===== config.mk =====
export PLATFORM = sky130hd
export DESIGN_NAME = csa_addsub_seq
export DESIGN_NICKNAME = d
export VERILOG_FILES = /design/src/rtl/csa_addsub_seq.sv
export SDC_FILE = /design/constraint.sdc
export NUM_CORES = 1
export LEC_CHECK = 0
export ABC_CLOCK_PERIOD_IN_PS = 4000
export CAP_MARGIN = 40
export CORE_UTILIZATION = 46
export DETAILED_ROUTE_END_ITERATION = 10
export PLACE_DENSITY = 0.8
export SLEW_MARGIN = 20
export SYNTH_ARGS = -nofsm -noshare
export SYNTH_HDL_FRONTEND = slang
export SYNTH_SLANG_ARGS = --single-unit

===== constraint.sdc =====
create_clock -name clk -period 4 [get_ports clk]
set_input_delay 0.4 -clock clk [delete_from_list [all_inputs] [get_ports clk]]
set_output_delay 0.4 -clock clk [all_outputs]
set_load 0.005 [all_outputs]

===== src/rtl/csa_addsub_seq.sv =====
// Sequential carry-select adder/subtractor: walks the operands one SLICE-bit
// slice per clock, LSB first, with valid/ready handshakes on both sides.
module csa_addsub_seq #(
  parameter int WIDTH = 32,
  parameter int SLICE = 8
) (
  input  logic             clk,
  input  logic             rst_n,
  input  logic             in_valid,
  output logic             in_ready,
  input  logic [WIDTH-1:0] a,
  input  logic [WIDTH-1:0] b,
  input  logic             sub,
  output logic             out_valid,
  input  logic             out_ready,
  output logic [WIDTH-1:0] sum,
  output logic             cout,
  output logic             ovf,
  output logic             busy
);

  localparam int NSLICE = WIDTH / SLICE;
  localparam int IDXW   = (NSLICE > 1) ? $clog2(NSLICE) : 1;
  localparam int NPAD   = 1 << IDXW;

  typedef enum logic [1:0] {
    IDLE,
    RUN,
    DONE
  } state_t;

  state_t           state_q, state_d;
  logic [IDXW-1:0]  idx_q, idx_d;
  logic             carry_q, carry_d;
  logic [WIDTH-1:0] a_q, a_d;
  logic [WIDTH-1:0] b_q, b_d;
  logic [WIDTH-1:0] sum_q, sum_d;
  logic             cout_q, cout_d;
  logic             ovf_q, ovf_d;

  logic [SLICE-1:0] a_sl [NPAD];
  logic [SLICE-1:0] b_sl [NPAD];
  logic [SLICE:0]   s0, s1, s;
  logic             last_slice;

  // Slice tables padded to a power of two so idx_q can index them directly.
  always_comb begin
    for (int k = 0; k < NPAD; k++) begin
      a_sl[k] = '0;
      b_sl[k] = '0;
      if (k < NSLICE) begin
        a_sl[k] = a_q[k*SLICE +: SLICE];
        b_sl[k] = b_q[k*SLICE +: SLICE];
      end
    end
  end

  always_comb begin
    s0         = {1'b0, a_sl[idx_q]} + {1'b0, b_sl[idx_q]};
    s1         = {1'b0, a_sl[idx_q]} + {1'b0, b_sl[idx_q]} + {{SLICE{1'b0}}, 1'b1};
    s          = carry_q ? s1 : s0;
    last_slice = (idx_q == IDXW'(NSLICE - 1));
  end

  always_comb begin
    state_d   = state_q;
    idx_d     = idx_q;
    carry_d   = carry_q;
    a_d       = a_q;
    b_d       = b_q;
    sum_d     = sum_q;
    cout_d    = cout_q;
    ovf_d     = ovf_q;
    in_ready  = 1'b0;
    out_valid = 1'b0;
    busy      = 1'b0;

    unique case (state_q)
      IDLE: begin
        in_ready = 1'b1;
        if (in_valid) begin
          // Subtraction becomes a + ~b + 1 with the +1 entering as carry-in.
          a_d     = a;
          b_d     = sub ? ~b : b;
          carry_d = sub;
          idx_d   = '0;
          state_d = RUN;
        end
      end
      RUN: begin
        busy = 1'b1;
        for (int k = 0; k < NSLICE; k++) begin
          if (IDXW'(k) == idx_q) sum_d[k*SLICE +: SLICE] = s[SLICE-1:0];
        end
        carry_d = s[SLICE];
        idx_d   = idx_q + IDXW'(1);
        if (last_slice) begin
          cout_d  = s[SLICE];
          ovf_d   = (a_q[WIDTH-1] == b_q[WIDTH-1]) && (s[SLICE-1] != a_q[WIDTH-1]);
          state_d = DONE;
        end
      end
      DONE: begin
        busy      = 1'b1;
        out_valid = 1'b1;
        if (out_ready) state_d = IDLE;
      end
      default: state_d = IDLE;
    endcase
  end

  always_ff @(posedge clk) begin
    if (!rst_n) begin
      state_q <= IDLE;
      idx_q   <= '0;
      carry_q <= 1'b0;
      a_q     <= '0;
      b_q     <= '0;
      sum_q   <= '0;
      cout_q  <= 1'b0;
      ovf_q   <= 1'b0;
    end else begin
      state_q <= state_d;
      idx_q   <= idx_d;
      carry_q <= carry_d;
      a_q     <= a_d;
      b_q     <= b_d;
      sum_q   <= sum_d;
      cout_q  <= cout_d;
      ovf_q   <= ovf_d;
    end
  end

  assign sum  = sum_q;
  assign cout = cout_q;
  assign ovf  = ovf_q;

endmodule


==> out/metrics.csv <==
stage,metric,value,unit
synth,yosysTopAreaCellShare,0.4152,
global_route,overflow,0,
die,row_count,37,
synth,ys_types,39,
clock_tree,cts_buffers,9,
synth,synth_compound_area_frac,0.2076,
worst_setup_path,critPathArrivalTime,4040,ps
detailed_routing,routed_wl,10790,um
finish,final_cell_mix,"nand2_1, dfxtp_1, clkdlybuf4s50_1, o211a_1, xnor2_1",
timing,tightest_slew,793.2,ps
clock_tree,cts_resized,0,
global_route,antenna_found_initial,0,
power_and_ir_drop,cellLeakagePower,2.799,nW
placed_design,dpl.cell_count,727,
synth,synth_area,4966,sq um
worst_setup_path,required,4260,ps
worst_setup_path,end_kind,flop,
die,die_h,105.9,um
clock_tree,post_cts_buffers,0,
synth,synthAdderAreaFrac,0.04434,
die,ios,106,
synth,synth_area_leaders,"dfxtp_1, o211a_1, nand2_1",
synth,ys.flop_type,dfxtp_1,
synth,seq_area_frac_synth,0.4152,
worst_setup_path,worstPathMaxFanout,13,
clock_tree,clockBufferDepth,2,
clock_tree,cts_tree,built,
min_path,hp-class,flop to flop,
global_route,grt_pass1_vias,3800,
detailed_routing,vias,3937,
status,status,"finished, final reports clean",
power_and_ir_drop,p_per_area,519.9,nW/um^2
global_route,grt_pass1_wl,17740,um
synth,synth.mux.area_fraction,0.08264,
timing,rsz0062_at_grt,false,
timing,whs,470.3,ps
detailed_routing,routedWlPerCell,14.52,um
synth,synth_top_family_by_area,compound AO/OA/AOI/OAI gates,
placed_design,place.gp.congestion,0.8246,
timing,slew_headroom,0.4712,
timing,drv_slew,0,
synth,yosysWarnings,0,
die,initial_core_util,0.4768,
synth,synth.largest_area_cell,dfxtp_1,
placed_design,dp_slack,373.7,ps
global_route,grt_max_degree,54,
timing,skew,12.90,ps
worst_setup_path,path_class,flop to flop,
detailed_routing,first_pass_iters,5,
flow_run,maxCapViolations,0,
finish,diodes,0,
synth,synth-edff-count,0,
clock_tree,cts.sinks,103,
synth,ys_ff_latch,103,
clock_tree,htreeDepth,3,
finish,area_delta_synth_final,26.58,%
clock_tree,ctsHoldBuffers,0,
power_and_ir_drop,vdd_ir_drop_max,0.2601,mV
placed_design,placement.io_buffers,105,
detailed_routing,ant_nets,0,
clock_tree,clk_latency,360,ps
synth,syn_nets,605,
die,fp.dieW,105.9,um
timing,post-route-period-util,0.9441,
die,dieArea,11210,sq um
placed_design,dpl.hpwl,8126,um
synth,async_flop_share,0,
global_route,grt_use_total,0.1987,
timing,setup_ws,223.5,ps
die,core,10420,sq um
finish,finalNetCount,689,
detailed_routing,drc,0,
finish,instances_no_fill,743,
detailed_routing,vias_per_cell,5.299,
finish,drive_gt1_frac,0.07743,
synth,synthXorXnorAreaFrac,0.07760,
timing,setup_tns,0,ps
worst_setup_path,cp-start-kind,flop,
timing,finalSetupViolCount,0,
synth,synthCells,519,
finish,final_common_cell,nand2_1,
clock_tree,cts.clk_slew.worst_paths,100,ps
synth,avgSynthCellArea,9.568,sq um
clock_tree,root_buffer,clkbuf_8,
detailed_routing,drt_iter0_markers,146,
timing,max_freq,0.2648,GHz
synth,yosys.area_share.simple,0.1378,
timing,finalCriticalPeriod,3776,ps
timing,hold_violations,0,
routing by layer:
| metal | GRT usage | up-vias | share of wire |
|---|---|---|---|
| li1 | - | 1974 | - |
| met5 | 0 | - | 0 |
| met2 | 0.3576 | 85 | 0.51 |
| met3 | 0.03924 | 15 | 0.037 |
| met1 | 0.2353 | 1863 | 0.43 |
| met4 | 0.06746 | 0 | 0.019 |
flip-flops by register name, summed over array words and instances (netlist names):
| register | flops |
|---|---|
| a_q | 32 |
| b_q | 32 |
| sum | 32 |
| idx_q | 2 |
| state_q | 2 |
| carry_q | 1 |
| cout | 1 |
| ovf | 1 |
worst max-delay path, cell delays in order, from the launching register on:
cell and delay (ps):
dfxtp_1 610, buf_12 220, mux4_2 510, ha_1 370, a21o_1 230, a31o_2 250
o2111ai_1 210, and3b_1 250, nor4b_1 620, mux2i_1 190, a31o_2 240
cells in the mapped netlist (all sizes together) (2+ instances only):
library cell	number
xor2	4
ha	16
and2	10
buf	4
o21ai	15
a21boi	33
nand2b	2
nand3	5
a21o	3
o211a	52
clkbuf	35
nor2	4
mux4	16
nand2	128
nor4b	2
a21oi	14
dfxtp	103
a31oi	2
inv	7
mux2i	5
nor2b	3
a31o	2
xnor2	40
cell families (layout without fill, tap and decap cells):
logic type,Yosys count,in the layout
compound gates,128,128
xor+xnor,44,44
fa+ha+maj,17,17
buf+inv,46,134
flops,103,103
mux,21,21
simple gates,160,160
path summary, 6_finish.rpt:
check	startpoint	endpoint	slack, ps	cells after the start
setup reg to reg	idx_q[0]	cout	220	10
hold / removal	a_q[25]	a_q[25]	470	2
setup / recovery	idx_q[0]	cout	220	10
hold reg to reg	a_q[25]	a_q[25]	470	2
final cells by class:
type                            count  area [sq um]
Inverter                            7         26.28
Timing Repair Buffer              112          1126
Clock buffer                       10         127.6
Fill cell                         896          4130
Multi-Input combinational cell    370          2733
Tap cell                          136         170.2
Sequential cell                   103          2062
Clock inverter                      5         41.29
power breakdown:
part / leakage, nW / internal (mW) / total (mW) / switching (mW)
registers: 0.844 / 1.23 / 1.36 / 0.135
clock network: 0.0798 / 0.230 / 0.583 / 0.353
logic: 1.87 / 0.616 / 1.32 / 0.706
total: 2.80 / 2.07 / 3.27 / 1.19
per-stage QoR:
step           power, mW  cell area [sq um]    util
6_report           3.268               6286  0.6035
5_1_grt            3.482               6286  0.6035
3_5_place_dp       2.710               6097  0.5853
2_1_floorplan      2.240               4966       -
4_1_cts            3.286               6266  0.6016
3_3_place_gp       2.641               6082  0.5839
Note: power is estimated with default switching activity, not from simulation.
==> edit 1: new RTL, config.mk and constraints unchanged <==
Re-encode `state_t` (3 states) as one-hot, 3 bits wide.
--- a/src/rtl/csa_addsub_seq.sv
+++ b/src/rtl/csa_addsub_seq.sv
@@ -25,6 +25,6 @@
 
-  typedef enum logic [1:0] {
-    IDLE,
-    RUN,
-    DONE
+  typedef enum logic [2:0] {
+    IDLE = 3'b001,
+    RUN  = 3'b010,
+    DONE = 3'b100
   } state_t;
Behaviour: no difference found for any inputs over 4 cycles, from zero or initial values and one cycle with rst_n low; so few cycles prove little.
==> edit 1 against the unedited design <==
  * Cell area fell by 2.3%
  * Sequential cell count rose by 1
  * Non-clock buffer count rose by 5
  * Core utilization rose by 1.3 points
  * Routed wire length fell by 2.1%
  * Count of clock-buffer cells in the layout did not move
  * Fmax rose by 8.8%
  * Setup slack improved by 0.31 ns
  * Area after synthesis fell by 3.1%
  * Critical path type unchanged
  * Highest routed layer unchanged
Power is not compared: it rests on default switching activity, and its combinational part moved more than twofold at a synthesized area within 25%.
==> edit 1: results (changes against the unedited design) <==
stage,metric,value,unit,change
worst_setup_path,CP Max Fanout,14,,was 13
global_route,met3 Resource Use GR,4.01,%,was 3.92%
global_route,vias in the first global route,3904,,was 3800
place,Area after DPL,5930,µm²,was 6100 µm²
place,number of instances in the placed design,728,,was 727
sta,Worst Tran Pin Value,0.857,ns,was 0.793 ns
global_route,first-pass GRT wire length,17800,µm,was 17700 µm
place,HPWL after DPL,8150,µm,was 8130 µm
worst_setup_path,CP peak stage delay,0.70,ns,was 0.62 ns
synthesis,Yosys cell types,40,,was 39
drt,M1 WL,4620,µm,was 4680 µm
synthesis,Post-synth top cells,"dfxtp_1 (104), nand2_1 (75), nor2_1 (60), a211oi_1 (53), a21oi_1 (47)",,"was nand2_1 (128), dfxtp_1 (103), o211a_1 (52), xnor2_1 (40), clkbuf_1 (35)"
worst_hold_path,worst hold path class,register to register,,unchanged
global_route,total track usage,20.1,%,was 19.9%
final_layout,Non-Filler Instances,746,,was 743
worst_setup_path,CP arrival,3.73,ns,was 4.04 ns
synthesis,register area share after synthesis,43.3,%,was 41.5%
synthesis,syn nets,606,,was 605
synthesis,xor-xnor portion of the synthesized cell area,8.16,%,was 7.76%
synthesis,adder-cell share of the synthesized area,3.80,%,was 4.43%
drt,TritonRoute pass-1 iters,4,,was 5
place,pre-CTS setup slack,0.525,ns,was 0.374 ns
drt,via count,3952,,was 3937
worst_setup_path,Critical path origin,idx_q[1],,was idx_q[0]
drt,Met2 Wirelength,5220,µm,was 5510 µm
global_route,met1 Track Usage GR,23.6,%,was 23.5%
global_route,largest net degree at the start of global routing,65,,was 54
final_layout,Fillers,814,,was 896
global_route,met2 Usage GRT,35.1,%,was 35.8%
drt,Iteration-0 DRC Markers,135,,was 146
final_layout,share of layout cells above drive strength 1,8.32,%,was 7.74%
clocking,hold buffers post-CTS,0,,unchanged
final_layout,Final #Nets,692,,was 689
outcome,run status,"finished, final reports clean",,unchanged
power_and_ir_drop,Lkg Pwr,2.19,nW,
clocking,CTS clock-pin slew for the worst setup and hold paths,0.09,ns,
synthesis,syn avg cell area,9.20,µm²,was 9.57 µm²
drt,routed length per placed instance,14.2,µm,was 14.5 µm
place,GPL Wtd Cong,0.806,,was 0.825
sta,Layout Skew,0.00561,ns,was 0.0129 ns
drt,routed wl met3,447,µm,was 395 µm
worst_setup_path,CP max-delay cell,dfxtp_1,,was nor4b_1
## edit 1: power groups by stage
| stage | logic, mW | clock network [mW] | registers (mW) |
|---|---|---|---|
| final | 0.590 | 0.575 | 1.19 |
| after global routing | 0.650 | 0.627 | 1.20 |
| after CTS | 0.587 | 0.579 | 1.19 |
| after detailed placement | 0.583 | 0 | 1.21 |
| after global placement | 0.559 | 0 | 1.21 |
| after floorplan | 0.410 | 0 | 1.18 |
## edit 1: path summary, 6_finish.rpt
path | end | slack [ns] | cells after the start
max | carry_q | 0.53 | 10
min | a_q[25] | 0.46 | 2
max reg2reg | carry_q | 0.53 | 10
min reg2reg | a_q[25] | 0.46 | 2
## edit 1: cell type report
type | count | area (µm²) | share of cell area, %
clock inverter | 5 | 33.8 | 0.550
inverter | 5 | 18.8 | 0.306
tap | 133 | 166 | 2.71
clock buffer | 10 | 138 | 2.24
multi-input combinational | 372 | 2550 | 41.5
sequential | 104 | 2080 | 33.9
timing repair buffer | 117 | 1160 | 18.8
==> edit 2: new RTL, same settings <==
Made on the original files. Change the parameter `SLICE` from 8 to 4.
--- a/src/rtl/csa_addsub_seq.sv
+++ b/src/rtl/csa_addsub_seq.sv
@@ -4,3 +4,3 @@
   parameter int WIDTH = 32,
-  parameter int SLICE = 8
+  parameter int SLICE = 4
 ) (
Formal check against the unedited RTL: not equivalent (a bounded check fails within 4 cycles, from zero or initial values and one cycle with rst_n low).
==> edit 2 against the unedited design <==
  * Area after synthesis down 5.0%
  * Routed wire length decreased by 3.7%
  * Sequential cell count is 1 higher
  * Clock power increased by 10%
  * Highest routed layer unchanged
  * Fmax rose by 7.4%
  * Die area shrank 4.9%
  * Largest power group unchanged
  * Cell area down 3.5%
  * Setup slack improved by 0.26 ns
  * First-iteration DRC count is 16% lower
  * Total power down 4.2%
==> edit 2: results (changes against the unedited design) <==
stage,metric,value,unit,change
outcome,run status,"finished, final reports clean",,unchanged
place,HPWL after DPL,7940,µm,was 8130 µm
synthesis,syn nets,615,,was 605
power_and_ir_drop,Lkg Pwr,2.17,nW,was 2.80 nW
global_route,met1 Track Usage GR,24.0,%,was 23.5%
sta,Layout Skew,0.0116,ns,was 0.0129 ns
worst_setup_path,CP Max Fanout,8,,was 13
place,GPL Wtd Cong,0.815,,was 0.825
global_route,first-pass GRT wire length,16800,µm,was 17700 µm
sta,Worst Tran Pin Value,0.779,ns,was 0.793 ns
global_route,total track usage,20.6,%,was 19.9%
worst_setup_path,CP arrival,3.74,ns,was 4.04 ns
synthesis,Yosys cell types,36,,was 39
worst_setup_path,CP peak stage delay,0.51,ns,was 0.62 ns
worst_setup_path,CP max-delay cell,dfxtp_1,,was nor4b_1
place,Area after DPL,5850,µm²,was 6100 µm²
final_layout,Final #Nets,700,,was 689
drt,Iteration-0 DRC Markers,123,,was 146
drt,TritonRoute pass-1 iters,4,,was 5
drt,Met2 Wirelength,5240,µm,was 5510 µm
worst_setup_path,R2R cell count,12,,was 10
power_and_ir_drop,VDD IR max,0.000231,V,was 0.000260 V
drt,M1 WL,4380,µm,was 4680 µm
drt,routed wl met3,539,µm,was 395 µm
worst_setup_path,flop2flop setup slack,0.48,ns,was 0.22 ns
global_route,met2 Usage GRT,36.8,%,was 35.8%
synthesis,Synth Flop Type,dfxtp_1,,unchanged
final_layout,share of layout cells above drive strength 1,8.05,%,was 7.74%
global_route,largest net degree at the start of global routing,79,,was 54
worst_setup_path,CP top delay family,simple AND/OR/NAND/NOR gates,,was compound AO/OA/AOI/OAI gates
worst_hold_path,Hold Path End,a_q[26],,was a_q[25]
global_route,met3 Resource Use GR,5.38,%,was 3.92%
clocking,H-tree depth,3,,unchanged
worst_setup_path,reg2reg end,sum[31],,was cout
final_layout,Ant. Diodes,0,,unchanged
clocking,Clock Tree Buf Depth,2,,unchanged
global_route,vias in the first global route,3685,,was 3800
drt,total routed wirelength,10400,µm,was 10800 µm
synthesis,Synth area leaders,"dfxtp_1 (44%), a211oi_1 (10%), mux4_2 (7.6%), nand2_1 (7.6%), xnor2_1 (6.3%)",,"was dfxtp_1 (42%), o211a_1 (10%), nand2_1 (9.7%), mux4_2 (7.3%), xnor2_1 (7.1%)"
worst_hold_path,min-delay src,a_q[26],,was a_q[25]
synthesis,Post-synth top cells,"dfxtp_1 (104), nand2_1 (95), nor2_1 (72), a211oi_1 (64), a21oi_1 (37)",,"was nand2_1 (128), dfxtp_1 (103), o211a_1 (52), xnor2_1 (40), clkbuf_1 (35)"
drt,vias per inst,5.18,,was 5.30
synthesis,register area share after synthesis,44.1,%,was 41.5%
[edit 2: through the flow]
stage	hold WS, ns	cells	power [mW]	utilization (%)	setup WS [ns]
finish	0.460	754	3.13	61.5	0.484
floorplan	0.433	531	2.13	-	0.757
global placement	0.443	736	2.46	59.1	0.724
CTS	0.461	753	3.15	61.3	0.504
global route	0.469	754	3.35	61.5	0.183
detailed placement	0.447	737	2.52	59.3	0.551
[edit 2: cell type report]
| cell class | count | area [µm²] |
|---|---|---|
| fillers | 857 | 3800 |
| multi-input cells | 371 | 2410 |
| flip-flops and latches | 104 | 2080 |
| repair buffers | 117 | 1160 |
| well taps | 133 | 166 |
| clock buffers | 10 | 128 |
| clock inverters | 6 | 67.6 |
| inverters | 13 | 48.8 |
[edit 2: tightest hold or removal path: stages, from the launching register on]
cell	delay, ns
dfxtp_1	0.32
nand2_1	0.05
a21oi_1	0.05
[edit 2: power by group]
group	total [mW]	internal [mW]	switching, mW	leakage (nW)
Clock	0.642	0.292	0.351	0.0929
Combinational	1.15	0.521	0.631	1.22
Sequential	1.34	1.22	0.120	0.852
Total	3.13	2.03	1.10	2.17
[edit 2: cell families after synthesis]
kind of cell | Yosys count | synth area share (%)
xor gates and xnor gates | 36 | 6.68
adders and majority gates | 15 | 4.14
and+or+nand+nor | 188 | 16.0
muxes | 18 | 8.06
AOI/OAI and AO/OA | 114 | 16.3
buffers and inverters | 56 | 4.69
DFF | 104 | 44.1
[edit 2: how the worst max path moves through the flow]
stage	from	endpoint	slack, ns	cells after the start
final	idx_q[0]	sum[31]	0.48	12
after floorplan	idx_q[0]	cout	0.76	14
after detailed placement	idx_q[0]	sum[31]	0.55	12
after global routing	idx_q[0]	sum[31]	0.18	12
after CTS	idx_q[0]	sum[31]	0.50	12
after global placement	idx_q[0]	sum[15]	0.72	12
